**src/rtl/boot_loader_pkg.sv**
```systemverilog
// Shared types and constants for the byte-stream program loader.
// The CSUM state only exists when BOOT_LOADER_CHECKSUM_EN is defined.
package boot_loader_pkg;

  typedef enum logic [2:0] {
    ST_LEN0,
    ST_LEN1,
    ST_DATA,
    ST_WFLUSH,
`ifdef BOOT_LOADER_CHECKSUM_EN
    ST_CSUM,
`endif
    ST_DONE,
    ST_ERROR
  } state_e;

  localparam int BYTES_PER_WORD = 4;
  localparam int LEN_BYTES      = 2;

endpackage

```
**src/rtl/byte_word_assembler.sv**
```systemverilog
// Packs accepted bytes little-endian into 32-bit words; word_vld marks the 4th byte (same cycle, combinational).
// No backpressure of its own: byte_vld must only be raised for bytes the loader has accepted.
module byte_word_assembler
  import boot_loader_pkg::*;
(
  input  logic        clock,
  input  logic        reset,
  input  logic        byte_vld,
  input  logic [7:0]  byte_dat,
  output logic        word_vld,
  output logic [31:0] word_dat
);

  localparam int IDX_W  = $clog2(BYTES_PER_WORD);
  localparam int PART_W = 8 * (BYTES_PER_WORD - 1);

  logic [IDX_W-1:0]  idx_q, idx_d;
  logic [PART_W-1:0] part_q, part_d;

  always_comb begin
    idx_d    = idx_q;
    part_d   = part_q;
    word_vld = byte_vld && (idx_q == IDX_W'(BYTES_PER_WORD - 1));
    word_dat = {byte_dat, part_q};
    if (byte_vld) begin
      idx_d  = idx_q + IDX_W'(1);
      // Each new byte enters the top lane, so after three bytes b0 sits lowest.
      part_d = {byte_dat, part_q[PART_W-1:8]};
    end
  end

  always_ff @(posedge clock) begin
    if (reset) begin
      idx_q  <= '0;
      part_q <= '0;
    end else begin
      idx_q  <= idx_d;
      part_q <= part_d;
    end
  end

endmodule

```
**src/rtl/boot_loader.sv**
```systemverilog
// Loads a length-prefixed byte stream into instruction memory, then releases core_reset; write strobe lags the 4th byte by one cycle.
// in_ready depends on state only (low in WFLUSH/DONE/ERROR). Optional trailing checksum: BOOT_LOADER_CHECKSUM_EN.
module boot_loader
  import boot_loader_pkg::*;
#(
  parameter int IMEM_DEPTH_WORDS = 256,
  parameter int ADDR_W           = 32
) (
  input  logic              clock,
  input  logic              reset,
  input  logic              in_valid,
  input  logic [7:0]        in_data,
  output logic              in_ready,
  output logic              imem_we,
  output logic [ADDR_W-1:0] imem_addr,
  output logic [31:0]       imem_wdata,
  output logic              core_reset,
  output logic              done,
  output logic              error
);

  localparam int               LEN_W = 8 * LEN_BYTES;
  localparam logic [LEN_W-1:0] DEPTH = LEN_W'(IMEM_DEPTH_WORDS);
`ifdef BOOT_LOADER_CHECKSUM_EN
  localparam state_e ST_TAIL = ST_CSUM;
`else
  localparam state_e ST_TAIL = ST_DONE;
`endif

  state_e            state_q, state_d;
  logic [LEN_W-1:0]  len_q, len_d;
  logic [LEN_W-1:0]  cnt_q, cnt_d;
  logic              we_q, we_d;
  logic [ADDR_W-1:0] addr_q, addr_d;
  logic [31:0]       wdata_q, wdata_d;
  logic              accept;
  logic              word_vld;
  logic [31:0]       word_dat;
  logic [LEN_W-1:0]  len_full;
`ifdef BOOT_LOADER_CHECKSUM_EN
  logic [7:0]        csum_q, csum_d;
`endif

  assign accept   = in_valid && in_ready;
  assign len_full = {in_data, len_q[7:0]};

  byte_word_assembler u_asm (
    .clock    (clock),
    .reset    (reset),
    .byte_vld (accept && (state_q == ST_DATA)),
    .byte_dat (in_data),
    .word_vld (word_vld),
    .word_dat (word_dat)
  );

  always_comb begin
    state_d  = state_q;
    len_d    = len_q;
    cnt_d    = cnt_q;
    we_d     = 1'b0;
    addr_d   = addr_q;
    wdata_d  = wdata_q;
    in_ready = 1'b0;
`ifdef BOOT_LOADER_CHECKSUM_EN
    csum_d   = csum_q;
`endif
    case (state_q)
      ST_LEN0: begin
        in_ready = 1'b1;
        if (accept) begin
          len_d[7:0] = in_data;
          state_d    = ST_LEN1;
        end
      end
      ST_LEN1: begin
        in_ready = 1'b1;
        if (accept) begin
          len_d = len_full;
          if (len_full > DEPTH)       state_d = ST_ERROR;
          else if (len_full == '0)    state_d = ST_TAIL;
          else                        state_d = ST_DATA;
        end
      end
      ST_DATA: begin
        in_ready = 1'b1;
        if (word_vld) begin
          we_d    = 1'b1;
          wdata_d = word_dat;
          addr_d  = ADDR_W'({cnt_q, 2'b00});
          cnt_d   = cnt_q + LEN_W'(1);
          if (cnt_d == len_q) state_d = ST_WFLUSH;
        end
      end
      // Last write is on the bus during this cycle; release waits until it lands.
      ST_WFLUSH: state_d = ST_TAIL;
`ifdef BOOT_LOADER_CHECKSUM_EN
      ST_CSUM: begin
        in_ready = 1'b1;
        if (accept) state_d = (in_data == csum_q) ? ST_DONE : ST_ERROR;
      end
`endif
      default: ;
    endcase
`ifdef BOOT_LOADER_CHECKSUM_EN
    if (accept && (state_q inside {ST_LEN0, ST_LEN1, ST_DATA})) csum_d = csum_q ^ in_data;
`endif
  end

  always_ff @(posedge clock) begin
    if (reset) begin
      state_q <= ST_LEN0;
      len_q   <= '0;
      cnt_q   <= '0;
      we_q    <= 1'b0;
      addr_q  <= '0;
      wdata_q <= '0;
`ifdef BOOT_LOADER_CHECKSUM_EN
      csum_q  <= '0;
`endif
    end else begin
      state_q <= state_d;
      len_q   <= len_d;
      cnt_q   <= cnt_d;
      we_q    <= we_d;
      addr_q  <= addr_d;
      wdata_q <= wdata_d;
`ifdef BOOT_LOADER_CHECKSUM_EN
      csum_q  <= csum_d;
`endif
    end
  end

  assign imem_we    = we_q;
  assign imem_addr  = addr_q;
  assign imem_wdata = wdata_q;
  assign core_reset = (state_q != ST_DONE);
  assign done       = (state_q == ST_DONE);
  assign error      = (state_q == ST_ERROR);

endmodule

```
**config.mk**
```make
export PLATFORM = sky130hd
export DESIGN_NAME = boot_loader
export DESIGN_NICKNAME = d
export VERILOG_FILES = /design/src/rtl/boot_loader_pkg.sv /design/src/rtl/byte_word_assembler.sv /design/src/rtl/boot_loader.sv
export SDC_FILE = /design/constraint.sdc
export NUM_CORES = 1
export LEC_CHECK = 0
export CAP_MARGIN = 20
export CORE_UTILIZATION = 50
export CTS_CLUSTER_DIAMETER = 30
export DETAILED_ROUTE_END_ITERATION = 8
export GPL_ROUTABILITY_DRIVEN = 0
export PLACE_DENSITY = 0.76
export RECOVER_POWER = 50
export SYNTH_ARGS = -nofsm -noshare
export SYNTH_HDL_FRONTEND = slang
export SYNTH_SLANG_ARGS = --single-unit
```
**constraint.sdc**
```tcl
create_clock -name clock -period 3.45 [get_ports clock]
set_clock_uncertainty 0.15 [all_clocks]
set_input_delay 0.8625 -clock clock [delete_from_list [all_inputs] [get_ports clock]]
set_output_delay 0.8625 -clock clock [all_outputs]
set_load 0.01 [all_outputs]
```
==> out/summary.json, run 1 <==
{
  "run_status": {
    "outcome": "complete, no violations"
  },
  "critical_path": {
    "worstPathRequired_ns": 3.56,
    "cp-start-kind": "primary input",
    "worstPathMaxFanout": 16,
    "critical_path.cell_chain": "dlygate4sd3_1 -> nor4bb_1 -> and2_2 -> buf_4 -> nand2_1 -> or3_1 -> xor2_1 -> nor2_1",
    "arrival_worst_endpoint_ns": 3.29,
    "setup.worst_path.end_class": "flop",
    "worst_path_largest_cell_delay_ns": 0.67,
    "critical_path_class": "primary input to flop",
    "crit_path_top_delay_cell": "dlygate4sd3_1"
  },
  "synthesis": {
    "number_of_distinct_library_cell_variants_in_the_gate_level_netlist_after_synthesis": 37,
    "async_reset_ff_share_pct": 0,
    "post_synth_instance_area_um2": 4650,
    "synthesis.area_per_instance_um2": 7.69,
    "synth_area_leaders": "dfxtp_1 (47%), nand2_1 (16%), a21oi_1 (11%)",
    "synth-edff-count": 0,
    "synth_warnings": 0,
    "post-synth-top-area-cell": "dfxtp_1",
    "post_synthesis_sequential_area_ratio_pct": 47.4,
    "postSynthRegisterBits": 110,
    "synthTopCellsByCount": "nand2_1 (195), dfxtp_1 (110), a21oi_1 (101), clkbuf_1 (38), nor2_1 (22)",
    "syn-instance-count": 604,
    "post-synth-top-area-fraction_pct": 47.4,
    "dominantRegCellSynth": "dfxtp_1",
    "yosys.cell_count.top_type": "nand2_1"
  },
  "global_routing": {
    "gr-usage-met1_pct": 31.9,
    "global_route_wire_length_before_repair_um": 17300,
    "track_usage_pct": 22.2,
    "use_met3_pct": 3.36,
    "grt.overflow.total": 0,
    "number_of_antenna_violations_at_the_first_check_in_global_routing": 0,
    "globalRoute.busiestLayer": "met2",
    "grt_max_degree": 57,
    "number_of_global_route_vias_before_repair": 3636,
    "gr-usage-met2_pct": 32.7
  },
  "clocking": {
    "root_buffer": "clkbuf_8",
    "htree_num_levels": 3,
    "cts_hold_buffers": 0,
    "tritoncts": "done",
    "numClockSinks": 110,
    "clock_network_latency_to_the_later_pin_of_the_worst_skew_pair_ns": 0.38,
    "post_cts_sizing": 0,
    "cts_setup_buffers": 0,
    "cts_buffer_depth": 2,
    "clk_transition_reported_paths_ns": 0.12,
    "cts-buffers-inserted": 9
  },
  "cells_and_area": {
    "antenna_cells": 0,
    "flow.area_growth_from_synthesis_pct": 17.1,
    "nets": 656,
    "layout-drive-gt1-share_pct": 4.63,
    "fill_cells": 805,
    "final_core_utilization_pct": 61.5
  },
  "floorplanning": {
    "starting_density_pct": 52.5,
    "row_count": 34,
    "die-area_um2": 9680,
    "die_y_um": 98.4,
    "io-pin-count": 80,
    "chipWidth_um": 98.4,
    "floorplan.core_area_um2": 8850
  },
  "sta": {
    "sum_of_negative_setup_slack_ns": 0,
    "finalMaxSlewViolations": 0,
    "timing_limited_maximum_frequency_mhz": 314,
    "tightestPinTransition_ns": 0.679,
    "setup_repair_after_global_routing_missed_its_margin": "no",
    "slew_headroom_pct": 54.1,
    "final_hold_viol_count": 0,
    "post-route-period-util_pct": 92.2,
    "minimum_clock_period_after_layout_ns": 3.18,
    "finalSetupViolations": 0
  },
  "drt": {
    "dr.first_iter.drc_count": 323,
    "wl_um": 10300,
    "post_detailed_route_wirelength_per_cell_um": 13.6,
    "vias": 4066,
    "drc_violations": 0,
    "firstDrtPassIters": 7,
    "drt.antenna.violating_nets": 0,
    "viasPerCell": 5.38
  },
  "worst_hold_path": {
    "worst_hold_path_type": "flop to flop"
  },
  "placed_design": {
    "port-buffer-count": 63,
    "detailedPlacementHpwl_um": 7170
  },
  "pwr": {
    "leakagePower_uw": 0.00197,
    "vdd_ir_drop_max_v": 0.000197,
    "power_density_nw_per_um2": 407
  },
  "job": {
    "maxCapViolations": 0
  }
}
[sequential cells by signal (all words and copies together), names as in the netlist]
| register | count |
|---|---|
| imem_wdata | 32 |
| u_asm.part_q | 24 |
| cnt_q | 16 |
| imem_addr | 16 |
| len_q | 16 |
| state_q | 3 |
| u_asm.idx_q | 2 |
| imem_we | 1 |
[cell type report]
cell class	instances	area (µm²)	area share, %
clock buffers	9	124	2.28
clock inverters	7	75.1	1.38
inverters	5	18.8	0.345
multi-input cells	445	2190	40.3
flip-flops and latches	110	2200	40.5
well taps	108	135	2.48
repair buffers	72	693	12.7
[cell families after synthesis]
logic type               after synthesis  share of synthesized area, %
AO/OA/AOI/OAI                        122                          14.1
XOR/XNOR                              35                          6.60
adder cells (fa/ha/maj)                2                         0.539
buffers and inverters                 64                          6.63
flip-flops                           110                          47.4
multiplexers                           1                         0.242
other                                  1                        0.0807
AND/OR/NAND/NOR                      269                          24.4
[report_power, final]
part | switching (µW) | internal [µW]
Combinational | 90.0 | 52.3
Clock | 480 | 287
Sequential | 21.1 | 1290
Total | 592 | 1620
[routing by layer]
metal | wire length, µm | part of all wire, %
met2 | 4530 | 44
met4 | 243 | 2.4
met5 | 0 | 0
met3 | 578 | 5.6
met1 | 4960 | 48
[worst max-delay path, delay by kind of cell]
family | cells | cell delay, ns
simple gates | 5 | 1.40
buf+inv | 2 | 0.88
xor+xnor | 1 | 0.14
[cells in the final DEF (no fill, tap or decap), types with 9 or more instances in the layout]
cell type / netlist / routed
xor2_1: 17 / 17
conb_1: 1 / 16
dfxtp_1: 110 / 110
dlygate4sd3_1: 0 / 40
xnor2_1: 18 / 18
buf_4: 18 / 9
nor2_1: 22 / 22
nand2_1: 195 / 195
a21oi_1: 101 / 101
clkbuf_8: 0 / 9
clkdlybuf4s50_1: 0 / 22
nor4_1: 9 / 9
[path summary, 6_finish.rpt]
check,from,end,slack (ns),cells past startpoint
worst max-delay path,in_valid,cnt_q[6],0.27,8
worst min-delay path,imem_wdata[0],imem_wdata[0],0.31,2
worst max register to register,cnt_q[0],state_q[0],0.75,7
worst min register to register,imem_wdata[0],imem_wdata[0],0.31,2
[metrics by stage]
| stage | std cells | hold slack, ns | setup WS [ns] | instance area (µm²) | power (µW) |
|---|---|---|---|---|---|
| finish | 756 | 0.307 | 0.270 | 5440 | 2220 |
| global route | 756 | 0.326 | 0.203 | 5440 | 2300 |
| CTS | 756 | 0.312 | 0.414 | 5460 | 2230 |
| detailed placement | 740 | 0.295 | 0.311 | 5260 | 1480 |
| global placement | 740 | 0.294 | 0.361 | 5260 | 1470 |
| floorplan | 619 | 0.282 | 0.912 | 4700 | 1440 |
(Power assumes the default switching activity.)
==> run 2: changes to the inputs <==
--- a/config.mk
+++ b/config.mk
@@ -9,9 +9,9 @@
 export CORE_UTILIZATION = 50
 export CTS_CLUSTER_DIAMETER = 30
 export DETAILED_ROUTE_END_ITERATION = 8
-export GPL_ROUTABILITY_DRIVEN = 0
 export PLACE_DENSITY = 0.76
 export RECOVER_POWER = 50
 export SYNTH_ARGS = -nofsm -noshare
 export SYNTH_HDL_FRONTEND = slang
+export SYNTH_HIERARCHICAL = 1
 export SYNTH_SLANG_ARGS = --single-unit
==> out/summary.json, run 2 <==
{
  "run_status": {
    "outcome": "complete, no violations"
  },
  "global_routing": {
    "number_of_antenna_violations_at_the_first_check_in_global_routing": 0,
    "number_of_global_route_vias_before_repair": 3683,
    "grt.overflow.total": 0,
    "global_route_wire_length_before_repair_um": 17300,
    "grt_max_degree": 75,
    "track_usage_pct": 21.6
  },
  "job": {
    "maxCapViolations": 0
  },
  "sta": {
    "sum_of_negative_setup_slack_ns": 0,
    "timing_limited_maximum_frequency_mhz": 341,
    "final_hold_viol_count": 0,
    "finalSetupViolations": 0,
    "finalMaxSlewViolations": 0,
    "holdWs_ns": 0.304,
    "post-route-period-util_pct": 85.1,
    "minimum_clock_period_after_layout_ns": 2.94,
    "slew_headroom_pct": 41.7,
    "setup_repair_after_global_routing_missed_its_margin": "no",
    "tightestPinTransition_ns": 0.874
  },
  "synthesis": {
    "post_synth_instance_area_um2": 4870,
    "synthesis.area_per_instance_um2": 8.26,
    "post-synth-top-area-cell": "dfxtp_1",
    "synth_warnings": 6,
    "synth-edff-count": 0,
    "async_reset_ff_share_pct": 0,
    "post-synth-top-area-fraction_pct": 45.2,
    "number_of_distinct_library_cell_variants_in_the_gate_level_netlist_after_synthesis": 52,
    "synth_area_leaders": "dfxtp_1 (45%), nand2_1 (11%), a21oi_1 (7.5%)",
    "dominantRegCellSynth": "dfxtp_1",
    "post_synthesis_sequential_area_ratio_pct": 45.2,
    "postSynthRegisterBits": 110,
    "yosys.cell_count.top_type": "nand2_1",
    "syn-instance-count": 590,
    "synthTopCellsByCount": "nand2_1 (145), dfxtp_1 (110), a21oi_1 (73), nor2_1 (50), buf_4 (30)"
  },
  "pwr": {
    "vdd_ir_drop_max_v": 0.000245,
    "fin_total_pwr_uw": 2260,
    "power_density_nw_per_um2": 405,
    "leakagePower_uw": 0.00205
  },
  "critical_path": {
    "worstPathMaxFanout": 8,
    "arrival_worst_endpoint_ns": 1.92,
    "cp-start-kind": "flop",
    "critPathTopFamily": "buffers and inverters",
    "critical_path_class": "flop to primary output",
    "crit_path_top_delay_cell": "clkdlybuf4s50_1",
    "setup.worst_path.end_class": "primary output",
    "worstPathRequired_ns": 2.44,
    "worst_path_largest_cell_delay_ns": 0.53,
    "critical_path.cell_chain": "inv_1 -> or3_1 -> inv_1 -> clkdlybuf4s50_1",
    "critical_path_buf_inv_count": 3,
    "path_common_cell": "inv_1"
  },
  "drt": {
    "post_detailed_route_wirelength_per_cell_um": 13.8,
    "firstDrtPassIters": 5,
    "dr.first_iter.drc_count": 319,
    "drc_violations": 0,
    "wl_um": 10500,
    "viasPerCell": 5.20,
    "drt.antenna.violating_nets": 0,
    "vias": 3933
  },
  "placed_design": {
    "finalWeightedCongestion": 0.919,
    "detailedPlacementHpwl_um": 7240,
    "port-buffer-count": 63
  },
  "floorplanning": {
    "row_count": 35,
    "chipWidth_um": 101,
    "floorplan.core_area_um2": 9330,
    "die-area_um2": 10100,
    "die_y_um": 101,
    "io-pin-count": 80,
    "starting_density_pct": 52.2
  },
  "clocking": {
    "htree_num_levels": 3,
    "clk_transition_reported_paths_ns": 0.11,
    "clock_network_latency_to_the_later_pin_of_the_worst_skew_pair_ns": 0.36,
    "numClockSinks": 110,
    "cts-buffers-inserted": 9,
    "cts_setup_buffers": 0,
    "cts_buffer_depth": 2,
    "cts_hold_buffers": 0,
    "root_buffer": "clkbuf_8",
    "post_cts_sizing": 0,
    "tritoncts": "done"
  },
  "cells_and_area": {
    "fill_cells": 863,
    "most-common-layout-cells": "nand2_1 (145), dfxtp_1 (110), a21oi_1 (73), nor2_1 (50), dlygate4sd3_1 (49)",
    "regArea_um2": 2200,
    "layout-drive-gt1-share_pct": 5.57,
    "multi_input_area_um2": 2310,
    "final_common_cell": "nand2_1",
    "final_core_utilization_pct": 59.8,
    "nets": 636,
    "antenna_cells": 0,
    "largest_register_ff_count": 32,
    "flow.area_growth_from_synthesis_pct": 14.5
  },
  "worst_hold_path": {
    "worst_hold_path_type": "flop to flop"
  }
}
## run 2: changes by cell type in the layout (fill, tap and decap cells not counted), sizes merged, moves of 4 or more
cell	delta
a21oi	-27
and3	+4
clkdlybuf4s50	-9
dlygate4sd3	+9
mux2i	+25
nand2	-51
nand3	+6
nor2	+29
nor4	-4
o21ai	+4
or3	-4
xnor2	+4
xor2	-5
## run 2: worst paths after layout
check                  endpoint  slack, ns           from  cells after the start
setup / recovery           done       0.51     state_q[2]                      4
hold reg to reg   imem_addr[12]       0.30  imem_addr[12]                      2
hold / removal    imem_addr[12]       0.30  imem_addr[12]                      2
setup reg to reg     state_q[0]       1.05       cnt_q[0]                      7
## run 2: worst register-to-register path: cells and delay by family, from the launching register on
family | cells | cell delay, ns
AOI/OAI and AO/OA | 3 | 0.55
adders and majority gates | 1 | 0.46
DFF | 1 | 0.51
and+or+nand+nor | 3 | 0.65
## run 2: power breakdown
group          internal (µW)  switching, µW  leakage, µW
Clock                    342            439    0.0000973
Combinational           62.5            104      0.00106
Sequential              1290           23.7     0.000888
## run 2: through the flow
stage	instances	setup slack, ns	area (µm²)
2_1_floorplan	605	0.989	4930
3_3_place_gp	741	0.465	5390
3_5_place_dp	741	0.410	5390
4_1_cts	757	0.506	5580
5_1_grt	757	0.372	5580
6_report	757	0.513	5580
## run 2: cell type report
cell class / instances / area share (%)
Multi-Input combinational cell: 427 / 41.4
Sequential cell: 110 / 39.5
Timing Repair Buffer: 71 / 12.5
Tap cell: 129 / 2.89
Clock buffer: 10 / 2.29
Clock inverter: 6 / 1.23
Inverter: 4 / 0.269
## run 2: kinds of logic after synthesis
kind of cell	Yosys count	share of synthesized area (%)
simple gates	252	22.9
flops	110	45.2
compound gates	98	11.2
buf+inv	68	8.73
xor+xnor	34	6.27
mux	25	5.14
fa+ha+maj	2	0.514
other cells	1	0.0770
## run 2: per-layer routing
metal	part of all wire, %	routed length (µm)	vias to the layer above	track usage [%]
li1	-	-	1976	-
met1	43	4560	1823	27.0
met2	49	5150	109	36.7
met3	5.6	582	25	5.20
met4	1.8	187	0	6.69
met5	0	0	-	0
==> run 3: changes to the inputs <==
--- a/config.mk
+++ b/config.mk
@@ -5,11 +5,13 @@
 export SDC_FILE = /design/constraint.sdc
 export NUM_CORES = 1
 export LEC_CHECK = 0
+export ABC_CLOCK_PERIOD_IN_PS = 3450
 export CAP_MARGIN = 20
-export CORE_UTILIZATION = 50
+export CORE_UTILIZATION = 45
 export CTS_CLUSTER_DIAMETER = 30
+export CTS_CLUSTER_SIZE = 8
 export DETAILED_ROUTE_END_ITERATION = 8
-export PLACE_DENSITY = 0.76
+export PLACE_DENSITY = 0.69
 export RECOVER_POWER = 50
 export SYNTH_ARGS = -nofsm -noshare
 export SYNTH_HDL_FRONTEND = slang
==> out/summary.json, run 3 (synthesized netlist as in run 2, its figures left out) <==
{
  "sta": {
    "finalSetupViolations": 0,
    "final_hold_viol_count": 0,
    "minimum_clock_period_after_layout_ns": 3.02,
    "setup_repair_after_global_routing_missed_its_margin": "no",
    "post-route-period-util_pct": 87.4,
    "tightestPinTransition_ns": 0.869,
    "slew_headroom_pct": 42.1,
    "sum_of_negative_setup_slack_ns": 0,
    "final_critical_path_setup_slack_ns": 0.433,
    "finalMaxSlewViolations": 0,
    "timing_limited_maximum_frequency_mhz": 331
  },
  "critical_path": {
    "critical_path_class": "primary input to flop",
    "critical_path.cell_chain": "dlygate4sd3_1 -> and3_1 -> and2_1 -> nand3_2 -> clkbuf_1 -> nor2_1 -> nand2_1 -> xor2_1 -> nor2_1",
    "register_to_register_setup_slack_ns": 0.91,
    "worstPathRequired_ns": 3.52,
    "ff2ff_path_depth": 9,
    "cp-start-kind": "primary input",
    "arrival_worst_endpoint_ns": 3.09,
    "critPathTopFamily": "buffers and inverters",
    "worst_path_largest_cell_delay_ns": 0.62,
    "crit_path_top_delay_cell": "dlygate4sd3_1",
    "path_common_cell": "nor2_1",
    "setup.worst_path.end_class": "flop",
    "critical_path.reg2reg.endpoint": "cnt_q[14]",
    "worstPathMaxFanout": 19,
    "regToRegStartpoint": "state_q[2]",
    "critical_path_buf_inv_count": 2
  },
  "floorplanning": {
    "die_y_um": 106,
    "starting_density_pct": 46.8,
    "chipWidth_um": 106,
    "io-pin-count": 80,
    "row_count": 37,
    "die-area_um2": 11200,
    "floorplan.core_area_um2": 10400
  },
  "cells_and_area": {
    "most-common-layout-cells": "nand2_1 (145), dfxtp_1 (110), a21oi_1 (73), nor2_1 (50), dlygate4sd3_1 (37)",
    "layout-drive-gt1-share_pct": 5.57,
    "flow.area_growth_from_synthesis_pct": 14.7,
    "antenna_cells": 0,
    "final_common_cell": "nand2_1",
    "largest_register_ff_count": 32,
    "multi_input_area_um2": 2310,
    "regArea_um2": 2200,
    "fill_cells": 1034,
    "final_core_utilization_pct": 53.6,
    "nets": 636
  },
  "worst_hold_path": {
    "worst_hold_path_type": "flop to flop",
    "hold_path_end": "imem_addr[9]",
    "whs_path_depth": 2,
    "hold_start": "imem_addr[9]"
  },
  "placed_design": {
    "finalWeightedCongestion": 0.844,
    "port-buffer-count": 63,
    "pre_cts_ws_ns": 0.439,
    "detailedPlacementHpwl_um": 7290
  },
  "clocking": {
    "cts_buffer_depth": 2,
    "cts-buffers-inserted": 9,
    "cts_setup_buffers": 0,
    "numClockSinks": 110,
    "tritoncts": "done",
    "post_cts_sizing": 0,
    "clock_network_latency_to_the_later_pin_of_the_worst_skew_pair_ns": 0.37,
    "cts_hold_buffers": 0,
    "clk_transition_reported_paths_ns": 0.11,
    "htree_num_levels": 3,
    "root_buffer": "clkbuf_8"
  },
  "global_routing": {
    "number_of_antenna_violations_at_the_first_check_in_global_routing": 0,
    "global_route_wire_length_before_repair_um": 17500,
    "number_of_global_route_vias_before_repair": 3601,
    "grt.overflow.total": 0,
    "grt_max_degree": 64,
    "track_usage_pct": 19.5
  },
  "drt": {
    "viasPerCell": 5.13,
    "wl_um": 10500,
    "firstDrtPassIters": 5,
    "post_detailed_route_wirelength_per_cell_um": 13.7,
    "vias": 3920,
    "drt.antenna.violating_nets": 0,
    "dr.first_iter.drc_count": 150,
    "drc_violations": 0
  },
  "pwr": {
    "power_density_nw_per_um2": 402,
    "vdd_ir_drop_max_v": 0.000231,
    "leakagePower_uw": 0.00201
  },
  "run_status": {
    "outcome": "complete, no violations"
  },
  "job": {
    "maxCapViolations": 0
  }
}
run 3: cell count changes in the layout (fill, tap and decap cells not counted), moves of 2 or more:
cell | before | now
clkdlybuf4s50_1 | 13 | 25
dlygate4sd3_1 | 49 | 37
clkinv_8 | 0 | 2
inv_6 | 2 | 0
inv_8 | 0 | 2
run 3: how the worst max path moves through the flow:
stage / startpoint / end / depth (start not counted)
6_report: in_valid / cnt_q[14] / 9
5_1_grt: in_valid / cnt_q[14] / 9
4_1_cts: state_q[2] / done / 4
3_5_place_dp: in_data[3] / state_q[0] / 7
3_3_place_gp: in_data[3] / state_q[0] / 7
2_1_floorplan: in_valid / cnt_q[10] / 8
run 3: layout make-up:
type	instances	area share [%]
clock buffer	9	2.22
sequential	110	39.4
timing repair buffer	71	12.4
multi-input combinational	427	41.3
clock inverter	7	1.39
inverter	4	0.269
tap	136	3.05
run 3: power by group:
part	internal [µW]	leakage (µW)	switching, µW
clock network	287	0.000103	484
logic	63.8	0.00102	101
registers	1290	0.000888	24.2
run 3: stage by stage:
step,power [µW],hold WS (ns),std cells,area (µm²)
2_1_floorplan,1470,0.281,605,4930
3_3_place_gp,1500,0.294,748,5390
3_5_place_dp,1500,0.295,748,5390
4_1_cts,2280,0.312,764,5600
5_1_grt,2350,0.330,764,5590
6_report,2250,0.306,764,5590
run 3: metal layers:
layer | global-route usage [%] | routed length [µm] | up-vias | part of all wire, %
li1 | - | - | 1981 | -
met1 | 25.7 | 4910 | 1852 | 47
met2 | 32.2 | 5040 | 83 | 48
met3 | 3.92 | 473 | 4 | 4.5
met4 | 5.65 | 78 | 0 | 0.74
met5 | 0 | 0 | - | 0
run 3: tightest hold or removal path, cell delays in order (launching register included):
cell	delay, ns
dfxtp_1	0.32
nand2_1	0.05
a21oi_1	0.05
